$ cat src/rtl/plab5_mcore_mem_port_arbiter_if.sv
// Bus bundle for the memory port arbiter: N requester-side request/response
// channels and the single shared memory-side request/response channel.
interface plab5_mcore_mem_port_arbiter_if #(
    parameter int p_num_reqs     = 2,
    parameter int p_opaque_nbits = 8,
    parameter int p_addr_nbits   = 32,
    parameter int p_data_nbits   = 32
);
    localparam int LEN_NBITS = $clog2(p_data_nbits / 8);
    localparam int RQ = 3 + p_opaque_nbits + p_addr_nbits + LEN_NBITS + p_data_nbits;
    localparam int RS = 3 + p_opaque_nbits + LEN_NBITS + p_data_nbits;

    logic [p_num_reqs*RQ-1:0] in_req_msg;
    logic [p_num_reqs-1:0]    in_req_val;
    logic [p_num_reqs-1:0]    in_req_rdy;

    logic [RQ-1:0]            out_req_msg;
    logic                     out_req_val;
    logic                     out_req_rdy;

    logic [RS-1:0]            in_resp_msg;
    logic                     in_resp_val;
    logic                     in_resp_rdy;

    logic [p_num_reqs*RS-1:0] out_resp_msg;
    logic [p_num_reqs-1:0]    out_resp_val;
    logic [p_num_reqs-1:0]    out_resp_rdy;

    // arbiter side
    modport slave (
        input  in_req_msg, in_req_val,
        output in_req_rdy,
        output out_req_msg, out_req_val,
        input  out_req_rdy,
        input  in_resp_msg, in_resp_val,
        output in_resp_rdy,
        output out_resp_msg, out_resp_val,
        input  out_resp_rdy
    );

    // requesters + memory side
    modport master (
        output in_req_msg, in_req_val,
        input  in_req_rdy,
        input  out_req_msg, out_req_val,
        output out_req_rdy,
        output in_resp_msg, in_resp_val,
        input  in_resp_rdy,
        input  out_resp_msg, out_resp_val,
        output out_resp_rdy
    );
endinterface

$ cat src/rtl/plab5_mcore_mem_port_arbiter.sv
// Round-robin arbiter sharing one in-order memory port between requesters.
// The requester ID of every issued request is queued in a tracking FIFO so
// that each returning response is steered back to whoever is at the head.
//
// state | meaning
// ------+---------------------------------------------------------------
// IDLE  | free arbitration, round-robin scan starting at prio
// HOLD  | downstream stalled a valid request; grant pinned to lock_id
module plab5_mcore_mem_port_arbiter #(
    parameter int p_num_reqs        = 2,
    parameter int p_opaque_nbits    = 8,
    parameter int p_addr_nbits      = 32,
    parameter int p_data_nbits      = 32,
    parameter int p_max_outstanding = 4
) (
    input  logic clk,
    input  logic reset,
    plab5_mcore_mem_port_arbiter_if.slave bus
);
    localparam int LEN_NBITS = $clog2(p_data_nbits / 8);
    localparam int RQ = 3 + p_opaque_nbits + p_addr_nbits + LEN_NBITS + p_data_nbits;
    localparam int RS = 3 + p_opaque_nbits + LEN_NBITS + p_data_nbits;
    localparam int IW = ($clog2(p_num_reqs) > 1) ? $clog2(p_num_reqs) : 1;
    localparam int PW = $clog2(p_max_outstanding);
    localparam int CW = PW + 1;

    typedef enum logic {
        IDLE = 1'b0,
        HOLD = 1'b1
    } state_t;

    state_t          state, state_nxt;
    logic [IW-1:0]   prio, prio_nxt;
    logic [IW-1:0]   lock_id, lock_id_nxt;

    logic [IW-1:0]   fifo_mem [p_max_outstanding];
    logic [PW-1:0]   wr_ptr, rd_ptr;
    logic [CW-1:0]   count;

    logic [IW-1:0]   scan_id;
    logic [IW-1:0]   winner;
    logic            win_val;
    logic [IW-1:0]   head;
    logic            full, empty;
    logic            req_fire, resp_fire;

    assign full  = (count == CW'(p_max_outstanding));
    assign empty = (count == '0);
    assign head  = fifo_mem[rd_ptr];

    // Round-robin scan: walk offsets from high to low so the requester
    // closest to prio is the last (and therefore winning) assignment.
    always_comb begin
        int idx;
        scan_id = prio;
        for (int k = p_num_reqs - 1; k >= 0; k--) begin
            idx = int'(prio) + k;
            if (idx >= p_num_reqs) idx = idx - p_num_reqs;
            if (bus.in_req_val[idx]) scan_id = IW'(idx);
        end
    end

    assign winner  = (state == HOLD) ? lock_id : scan_id;
    assign win_val = bus.in_req_val[winner];

    assign bus.out_req_val = win_val & ~full;
    assign req_fire        = bus.out_req_val & bus.out_req_rdy;

    // Request mux and one-hot ready back to the winner.
    always_comb begin
        bus.out_req_msg = '0;
        bus.in_req_rdy  = '0;
        for (int i = 0; i < p_num_reqs; i++) begin
            if (winner == IW'(i)) begin
                bus.out_req_msg   = bus.in_req_msg[i*RQ +: RQ];
                bus.in_req_rdy[i] = bus.out_req_rdy & ~full;
            end
        end
    end

    // Response steering to the requester at the FIFO head.
    always_comb begin
        bus.out_resp_val = '0;
        for (int i = 0; i < p_num_reqs; i++) begin
            if (head == IW'(i)) bus.out_resp_val[i] = bus.in_resp_val & ~empty;
        end
    end

    assign bus.in_resp_rdy  = bus.out_resp_rdy[head] & ~empty;
    assign bus.out_resp_msg = {p_num_reqs{bus.in_resp_msg}};
    assign resp_fire        = bus.in_resp_val & bus.in_resp_rdy;

    // Arbiter next state: pin the grant on a stall, rotate prio on a handshake.
    always_comb begin
        state_nxt   = state;
        prio_nxt    = prio;
        lock_id_nxt = lock_id;
        if (req_fire) begin
            prio_nxt = (winner == IW'(p_num_reqs - 1)) ? '0 : winner + 1'b1;
        end
        case (state)
            IDLE: begin
                if (bus.out_req_val && !bus.out_req_rdy) begin
                    state_nxt   = HOLD;
                    lock_id_nxt = winner;
                end
            end
            HOLD: begin
                if (req_fire) state_nxt = IDLE;
            end
            default: state_nxt = IDLE;
        endcase
    end

    // Arbiter state register.
    always_ff @(posedge clk or negedge reset) begin
        if (!reset) begin
            state   <= IDLE;
            prio    <= '0;
            lock_id <= '0;
        end else begin
            state   <= state_nxt;
            prio    <= prio_nxt;
            lock_id <= lock_id_nxt;
        end
    end

    // Tracking FIFO pointers and occupancy.
    always_ff @(posedge clk or negedge reset) begin
        if (!reset) begin
            wr_ptr <= '0;
            rd_ptr <= '0;
            count  <= '0;
        end else begin
            if (req_fire)  wr_ptr <= wr_ptr + 1'b1;
            if (resp_fire) rd_ptr <= rd_ptr + 1'b1;
            case ({req_fire, resp_fire})
                2'b10:   count <= count + 1'b1;
                2'b01:   count <= count - 1'b1;
                default: count <= count;
            endcase
        end
    end

    // Tracking FIFO storage; contents are only meaningful below count.
    always_ff @(posedge clk) begin
        if (req_fire) fifo_mem[wr_ptr] <= winner;
    end

endmodule

$ cat src/flat_wrapper.sv
// flat-port wrapper written by rule: the top's interface ports become plain ports
module plab5_mcore_mem_port_arbiter_flat 
#(
    parameter int p_num_reqs        = 2,
    parameter int p_opaque_nbits    = 8,
    parameter int p_addr_nbits      = 32,
    parameter int p_data_nbits      = 32,
    parameter int p_max_outstanding = 4
)
  (clk, reset, bus_in_req_msg, bus_in_req_val, bus_in_req_rdy, bus_out_req_msg, bus_out_req_val, bus_out_req_rdy, bus_in_resp_msg, bus_in_resp_val, bus_in_resp_rdy, bus_out_resp_msg, bus_out_resp_val, bus_out_resp_rdy);
  plab5_mcore_mem_port_arbiter_if #(.p_num_reqs(p_num_reqs), .p_opaque_nbits(p_opaque_nbits), .p_addr_nbits(p_addr_nbits), .p_data_nbits(p_data_nbits)) bus_i ();
  input  logic clk;
  input  logic reset;
  input wire logic [$bits(bus_i.in_req_msg)-1:0] bus_in_req_msg;
  input wire logic [$bits(bus_i.in_req_val)-1:0] bus_in_req_val;
  output wire logic [$bits(bus_i.in_req_rdy)-1:0] bus_in_req_rdy;
  output wire logic [$bits(bus_i.out_req_msg)-1:0] bus_out_req_msg;
  output wire logic [$bits(bus_i.out_req_val)-1:0] bus_out_req_val;
  input wire logic [$bits(bus_i.out_req_rdy)-1:0] bus_out_req_rdy;
  input wire logic [$bits(bus_i.in_resp_msg)-1:0] bus_in_resp_msg;
  input wire logic [$bits(bus_i.in_resp_val)-1:0] bus_in_resp_val;
  output wire logic [$bits(bus_i.in_resp_rdy)-1:0] bus_in_resp_rdy;
  output wire logic [$bits(bus_i.out_resp_msg)-1:0] bus_out_resp_msg;
  output wire logic [$bits(bus_i.out_resp_val)-1:0] bus_out_resp_val;
  input wire logic [$bits(bus_i.out_resp_rdy)-1:0] bus_out_resp_rdy;
  assign bus_i.in_req_msg = bus_in_req_msg;
  assign bus_i.in_req_val = bus_in_req_val;
  assign bus_in_req_rdy = bus_i.in_req_rdy;
  assign bus_out_req_msg = bus_i.out_req_msg;
  assign bus_out_req_val = bus_i.out_req_val;
  assign bus_i.out_req_rdy = bus_out_req_rdy;
  assign bus_i.in_resp_msg = bus_in_resp_msg;
  assign bus_i.in_resp_val = bus_in_resp_val;
  assign bus_in_resp_rdy = bus_i.in_resp_rdy;
  assign bus_out_resp_msg = bus_i.out_resp_msg;
  assign bus_out_resp_val = bus_i.out_resp_val;
  assign bus_i.out_resp_rdy = bus_out_resp_rdy;
  plab5_mcore_mem_port_arbiter #(.p_num_reqs(p_num_reqs), .p_opaque_nbits(p_opaque_nbits), .p_addr_nbits(p_addr_nbits), .p_data_nbits(p_data_nbits), .p_max_outstanding(p_max_outstanding)) u_core (.clk(clk), .reset(reset), .bus(bus_i));
endmodule
$ cat config.mk
export PLATFORM = sky130hd
export DESIGN_NAME = plab5_mcore_mem_port_arbiter_flat
export DESIGN_NICKNAME = d
export VERILOG_FILES = /design/src/rtl/plab5_mcore_mem_port_arbiter_if.sv /design/src/rtl/plab5_mcore_mem_port_arbiter.sv /design/src/flat_wrapper.sv
export SDC_FILE = /design/constraint.sdc
export NUM_CORES = 1
export LEC_CHECK = 0
export BUFFER_PORTS_ARGS = -buffer_cell sky130_fd_sc_hd__buf_2
export CORE_AREA = 2 2 149 151
export DETAILED_ROUTE_END_ITERATION = 6
export DIE_AREA = 0 0 151 153
export RECOVER_POWER = 25
export SLEW_MARGIN = 20
export SYNTH_ARGS = -nofsm -noshare
export SYNTH_HDL_FRONTEND = slang
export SYNTH_SLANG_ARGS = --single-unit
export TNS_END_PERCENT = 5
$ cat constraint.sdc
create_clock -name clk -period 3 [get_ports clk]
set_input_delay 0.3 -clock clk [delete_from_list [all_inputs] [get_ports clk]]
set_output_delay 0.3 -clock clk [all_outputs]
set_load 0.005 [all_outputs]
# == Word-level counts from Yosys, hierarchy flattened ==
# Memories as Yosys holds them, arrays and structs flattened.
# Cells that the tools add are included.
# totals
mem_count,1
latchBits,0
ram_bits,4
word_cells,65
in_bits,207
output_inout_bits,173
reg_bits,10
mem_bits_ro,0
# classes
eq_ne,3
div,0
reduce_logical,5
add_sub_neg,8
bitwise_logic,9
shifts,0
n_mul,0
magnitude_cmp,6
n_mux,27
# memory_table
name,words,width,read_ports,rd_clocked_by_memory_dff,write_ports,line,text
u_core.fifo_mem,4,1,1,0,1,plab5_mcore_mem_port_arbiter.sv:36,logic [IW-1:0] fifo_mem [p_max_outstanding];
# op_table
operator,n
2-to-1 mux 77 bit,1
< comparator 32 x 3 -> 1 bit (second input constant),2
2-to-1 mux 32 bit,2
greater-or-equal comparator 32 x 3 -> 1 bit (second input constant),1
subtractor 32 x 3 -> 32 bit (second input constant),1
2-to-1 mux 1 bit,22
bitwise AND 1 bit,6
case mux 3 bit (2 select lines),1
adder 2 x 1 -> 2 bit (second input constant),2
< comparator 1 x 2 -> 1 bit (second input constant),2
adder 3 x 1 -> 3 bit (second input constant),1
equality test 3 bit (second input constant),1
logical NOT 3 bit,1
NOT 1 bit,3
subtractor 1 x 2 -> 3 bit (second input constant),1
subtractor 3 x 1 -> 3 bit (second input constant),1
adder 1 x 1 -> 2 bit (second input constant),1
equality test 2 x 1 -> 1 bit (second input constant),1
equality test 2 bit (second input constant),1
greater-or-equal comparator 1 x 2 -> 1 bit (second input constant),1
case mux 1 bit (2 select lines),1
AND reduction 2 bit,1
nonzero test 2 bit,1
adder 1 bit (second input constant),1
other kinds (2),2

# == Depth between registers and ports, before layout ==
# depth
word_depth,15
depth_mapped,10
depth_no_buf,10

# == Worst setup path before layout ==
# Ideal clock, no wire load.
# synth_timing
path_kind,register to register
startpoint,register u_core.rd_ptr[1]
endpoint,register u_core.count[2]
path_slack_ns,0.924
arrival_time_ns,1.997
t_required_ns,2.921
period_less_slack_ns,2.076
n_path_buf,0
setup_ns,0.079
stages_incl_launch_ff,11
cell_sequence,dfrtp_1 mux2i_1 mux2i_1 mux2i_1 nor2_1 ha_1 inv_1 fa_1 xor2_1 nor2_1 xor2_1
# synth_between
elab_chain_len,7
elab_cells_between_ends,9
classes_between,2 x eq/ne; 3 x mux; 2 x bitwise; 1 x reduce/logical; 1 x memory
# synth_lines
element,line,text
start: declaration,plab5_mcore_mem_port_arbiter.sv:37,"logic [PW-1:0] wr_ptr, rd_ptr;"
start signal: assignment,plab5_mcore_mem_port_arbiter.sv:136,if (resp_fire) rd_ptr <= rd_ptr + 1'b1;
memory read (4 x 1 bit) *,-,
2-to-1 mux 1 bit (not written as such) * (2 in a row),plab5_mcore_mem_port_arbiter.sv:89,assign bus.in_resp_rdy = bus.out_resp_rdy[head] & ~empty;
bitwise AND 1 bit *,plab5_mcore_mem_port_arbiter.sv:89,
bitwise AND 1 bit *,plab5_mcore_mem_port_arbiter.sv:91,assign resp_fire = bus.in_resp_val & bus.in_resp_rdy;
named net u_core.resp_fire,plab5_mcore_mem_port_arbiter.sv:45,"logic req_fire, resp_fire;"
equality test 2 x 1 -> 1 bit / equality test 2 bit (equally long branches),plab5_mcore_mem_port_arbiter.sv:137,"case ({req_fire, resp_fire})"
case mux 3 bit (2 select lines) / nonzero test 2 bit (equally long branches),-,
end signal: assignment,plab5_mcore_mem_port_arbiter.sv:138,2'b10: count <= count + 1'b1;
end signal: assignment,plab5_mcore_mem_port_arbiter.sv:139,2'b01: count <= count - 1'b1;
end signal: assignment,plab5_mcore_mem_port_arbiter.sv:140,default: count <= count;
end: declaration,plab5_mcore_mem_port_arbiter.sv:38,logic [CW-1:0] count;
# Mark *: on every way through the listed nets, which the timed path passes. The rest lies on a longest branch. The select of a mux whose other input is x is not followed.
# A chain may end at the register's enable or synchronous reset.

# == Worst setup path in the final report ==
# layout_timing
startpoint,register u_core.prio
endpoint,output bus_out_req_msg[60]
# layout_between
elab_chain_len,10
elab_cells_between_ends,17
classes_between,3 x add/sub; 2 x order compare; 12 x mux
# layout_lines
element,line,text
start: declaration,plab5_mcore_mem_port_arbiter.sv:33,"logic [IW-1:0] prio, prio_nxt;"
start signal: assignment,plab5_mcore_mem_port_arbiter.sv:123,prio <= prio_nxt;
adder 1 x 1 -> 2 bit,plab5_mcore_mem_port_arbiter.sv:57,idx = int'(prio) + k;
subtractor 32 x 3 -> 32 bit / greater-or-equal comparator 32 x 3 -> 1 bit (equally long branches),plab5_mcore_mem_port_arbiter.sv:58,if (idx >= p_num_reqs) idx = idx - p_num_reqs;
2-to-1 mux 32 bit,plab5_mcore_mem_port_arbiter.sv:58,
2-to-1 mux 1 bit (not written as such) (3 in a row),plab5_mcore_mem_port_arbiter.sv:59,if (bus.in_req_val[idx]) scan_id = IW'(idx);
2-to-1 mux 1 bit,plab5_mcore_mem_port_arbiter.sv:59,
2-to-1 mux 1 bit *,plab5_mcore_mem_port_arbiter.sv:59,
2-to-1 mux 1 bit *,plab5_mcore_mem_port_arbiter.sv:63,assign winner = (state == HOLD) ? lock_id : scan_id;
2-to-1 mux 77 bit *,plab5_mcore_mem_port_arbiter.sv:74,if (winner == IW'(i)) begin
end: declaration,flat_wrapper.sv:17,output wire logic [$bits(bus_i.out_req_msg)-1:0] bus_out_req_msg;
# Mark *: on every way between the ends. The rest lies on a longest branch, timed or not. The select of a mux whose other input is x is not followed.

==> results by group <==
Worst setup path
  • CP Class: reg2out
  • CP bufs+invs: 2
  • Number of cells on the critical path: 5
  • Worst path max stage delay: 460 ps
  • CP Data Arrival Time: 2210 ps
  • Largest delay share family, worst path: multiplexers
  • Worst Path Required: 2700 ps
  • Critical path's slowest cell: mux2_1
  • Startpoint Class: flop
  • R2R setup slack: 650 ps
  • Reg2Reg Depth: 9
  • R2r startpoint: u_core.count[0]
  • Worst setup path startpoint: u_core.prio
  • Critical Path End Type: output port
  • CP cell instances: maj3_2 -> mux2_4 -> buf_12 -> mux2_1 -> buf_2
  • CP max FO: 84
  • Reg2Reg Capture Point: u_core.count[2]

Synth
  • Syn_nets: 460
  • Mapped cell area: 2810 um2
  • Synth Warn #: 0
  • Yosys top cell area share: 41.2%
  • Distinct cells, synth: 29
  • Top post-synthesis cells by area: mux2_4 (41%), buf_4 (24%), dfrtp_1 (8.9%), buf_12 (5.7%), edfxtp_1 (4.3%)
  • FF+latch count, synth: 14
  • Avg Synthesized Cell Area: 11.4 um2
  • Register area share after synthesis: 13.2%
  • Post-synth top area cell: mux2_4
  • Cells after Synth: 247

Timing
  • Tightest Pin Transition: 731 ps
  • TNS Setup: 0 ps
  • Final setup viols: 0
  • Relative slew slack: 51.2%
  • Worst Clk Skew: 3.71 ps
  • Fin crit share: 83.8%
  • RSZ-0062 raised after global routing: false
  • Final hold vios: 0
  • Minimum clock period: 2510 ps
  • Fmax: 398 MHz
  • Max Transition Viols Final: 0

Clock network
  • CTS tree: done
  • CTS sink cnt: 14
  • Gates resized, CTS repair: 0
  • Reg clk slew, reported paths: 40 ps
  • Max clock buf depth: 2
  • CTS root buf: clkbuf_16
  • Latest clock arrival within the worst-skew pair: 240 ps
  • H-tree levels: 1
  • CTS buffer count: 3

Place
  • HPWL Detailed: 8630 um
  • Port bufs: 244
  • Routability Congestion: 0.690

Route
  • DRT iter0 DRCs: 63
  • DRT Pass-1 Iters: 4
  • WL final: 9890 um
  • Remaining DRCs: 0
  • Via count: 2,297
  • WL/cell: 14.6 um
  • Via density: 3.38
  • Antenna Nets Post-Route: 0

Floorplan
  • Core Region: 21,500 um2
  • Starting density of the core: 13.1%
  • Chip Height: 153 um
  • Die W: 151 um
  • Die Area: 23,100 um2
  • Number of placement rows: 54
  • I/O pins: 380

Pwr
  • Final Total Pwr: 2.92 mW
  • Static Leak: 2.04 nW
  • Power Density: 801 nW/um2
  • VDD IR-drop max: 844 uV

Finish
  • Seq. cell area: 370 um2
  • FILL cells: 2,402
  • Layout area overhead: 29.6%
  • Leading cell type in the layout, fill and taps excluded: buf_2
  • Layout cells sized above 1: 82.4%
  • Net count, final: 612
  • Multi-input gate area in the final layout: 1560 um2
  • Commonest cells after routing, fill and taps aside: buf_2 (244), mux2_4 (77), dfrtp_1 (10)

Global routing
  • Initial antenna violation count: 1
  • GRT Total Usage: 7.53%
  • First-pass GRT wire length: 13,000 um
  • Largest net degree at the start of global routing: 85
  • Vias in the first global route: 2,149
  • GRT overflow: 0

Run status
  • Status: completed

Worst hold path
  • Hold_sp: bus_in_req_val[0]
  • Hold endpoint: u_core.lock_id
  • HP Class: in2reg
  • Hold path cells: 2

Job
  • MaxCap Viol Count: 0
sequential cells by signal, summed over array words and instances, names as in the netlist, named ones only:
register,cells
u_core.count,3
u_core.fifo_mem,4
u_core.lock_id,1
u_core.prio,1
u_core.rd_ptr,2
u_core.wr_ptr,2
repair_timing:
| action | 4_1_cts | 5_1_grt |
|---|---|---|
| endpoints found under the hold margin | 10 | 0 |
| hold buffers | 1 | 0 |
| setup buffers | 0 | 0 |
kinds of logic after synthesis:
kind of cell	synth area share, %
flops	13.2
fa+ha+maj	3.34
mux	44.8
buf+inv	31.2
compound gates	2.01
simple gates	3.83
xor+xnor	1.56
worst max path at each step:
stage	end	slack, ps
3_3_place_gp	u_core.count[2]	770
2_1_floorplan	u_core.count[2]	920
5_1_grt	u_core.count[2]	470
6_report	bus_out_req_msg[60]	490
3_5_place_dp	u_core.count[2]	640
4_1_cts	bus_out_req_msg[6]	610
synthesized netlist by cell type:
cell / number
buf_4: 90
fa_1: 1
inv_1: 6
o21ai_0: 1
nor3_1: 2
o21a_1: 1
dfrtp_1: 10
nand2b_1: 2
nor3b_1: 2
xor2_1: 3
a21oi_1: 3
nand2_1: 2
xnor2_1: 2
maj3_2: 1
a221oi_2: 1
nor2b_1: 1
and3_1: 4
and3b_1: 1
nor2_1: 6
mux2_4: 77
buf_8: 1
a31oi_1: 1
mux2_1: 2
edfxtp_1: 4
buf_12: 8
inv_2: 1
o31ai_1: 1
mux2i_1: 8
ha_1: 5
layout make-up:
class	instances	share of cell area (%)
Antenna cell	1	0.0688
Clock buffer	3	2.06
Clock inverter	1	0.103
Inverter	7	0.722
Multi-Input combinational cell	127	42.9
Sequential cell	14	10.2
Tap cell	280	9.63
Timing Repair Buffer	246	34.4
layer usage:
| metal | global-route usage, % | vias up | wire length (um) |
|---|---|---|---|
| met5 | 0 | - | 0 |
| met4 | 0.312 | 0 | 11 |
| met3 | 4.90 | 2 | 1630 |
| met2 | 11.6 | 208 | 4210 |
| met1 | 9.30 | 1028 | 4040 |
| li1 | - | 1059 | - |
where the power goes:
part	switching (mW)	internal (mW)	total, mW
Combinational	0.962	1.34	2.30
Sequential	0.0769	0.291	0.367
Clock	0.0724	0.176	0.248
Total	1.11	1.81	2.92
stage by stage:
| stage | cells | hold WS, ps | utilization [%] | setup slack, ps | instance area (um2) |
|---|---|---|---|---|---|
| after global placement | 673 | 179 | 16.5 | 766 | 3550 |
| after floorplan | 247 | 4.41 | - | 924 | 2810 |
| after detailed placement | 673 | 179 | 16.5 | 638 | 3550 |
| after global routing | 678 | 304 | 16.9 | 473 | 3640 |
| after CTS | 678 | 283 | 16.9 | 610 | 3640 |
| final | 679 | 285 | 16.9 | 486 | 3640 |
worst reg2reg max path, cell delays in order (launching register included):
cell      delay (ps)
dfrtp_1          410
nor3b_1          450
a221oi_2         150
nand2_1          200
ha_1             220
inv_1             60
fa_1             370
xor2_1           150
nor2_1           110
xor2_1           150
No activity file was read; power rests on OpenSTA's default activity.
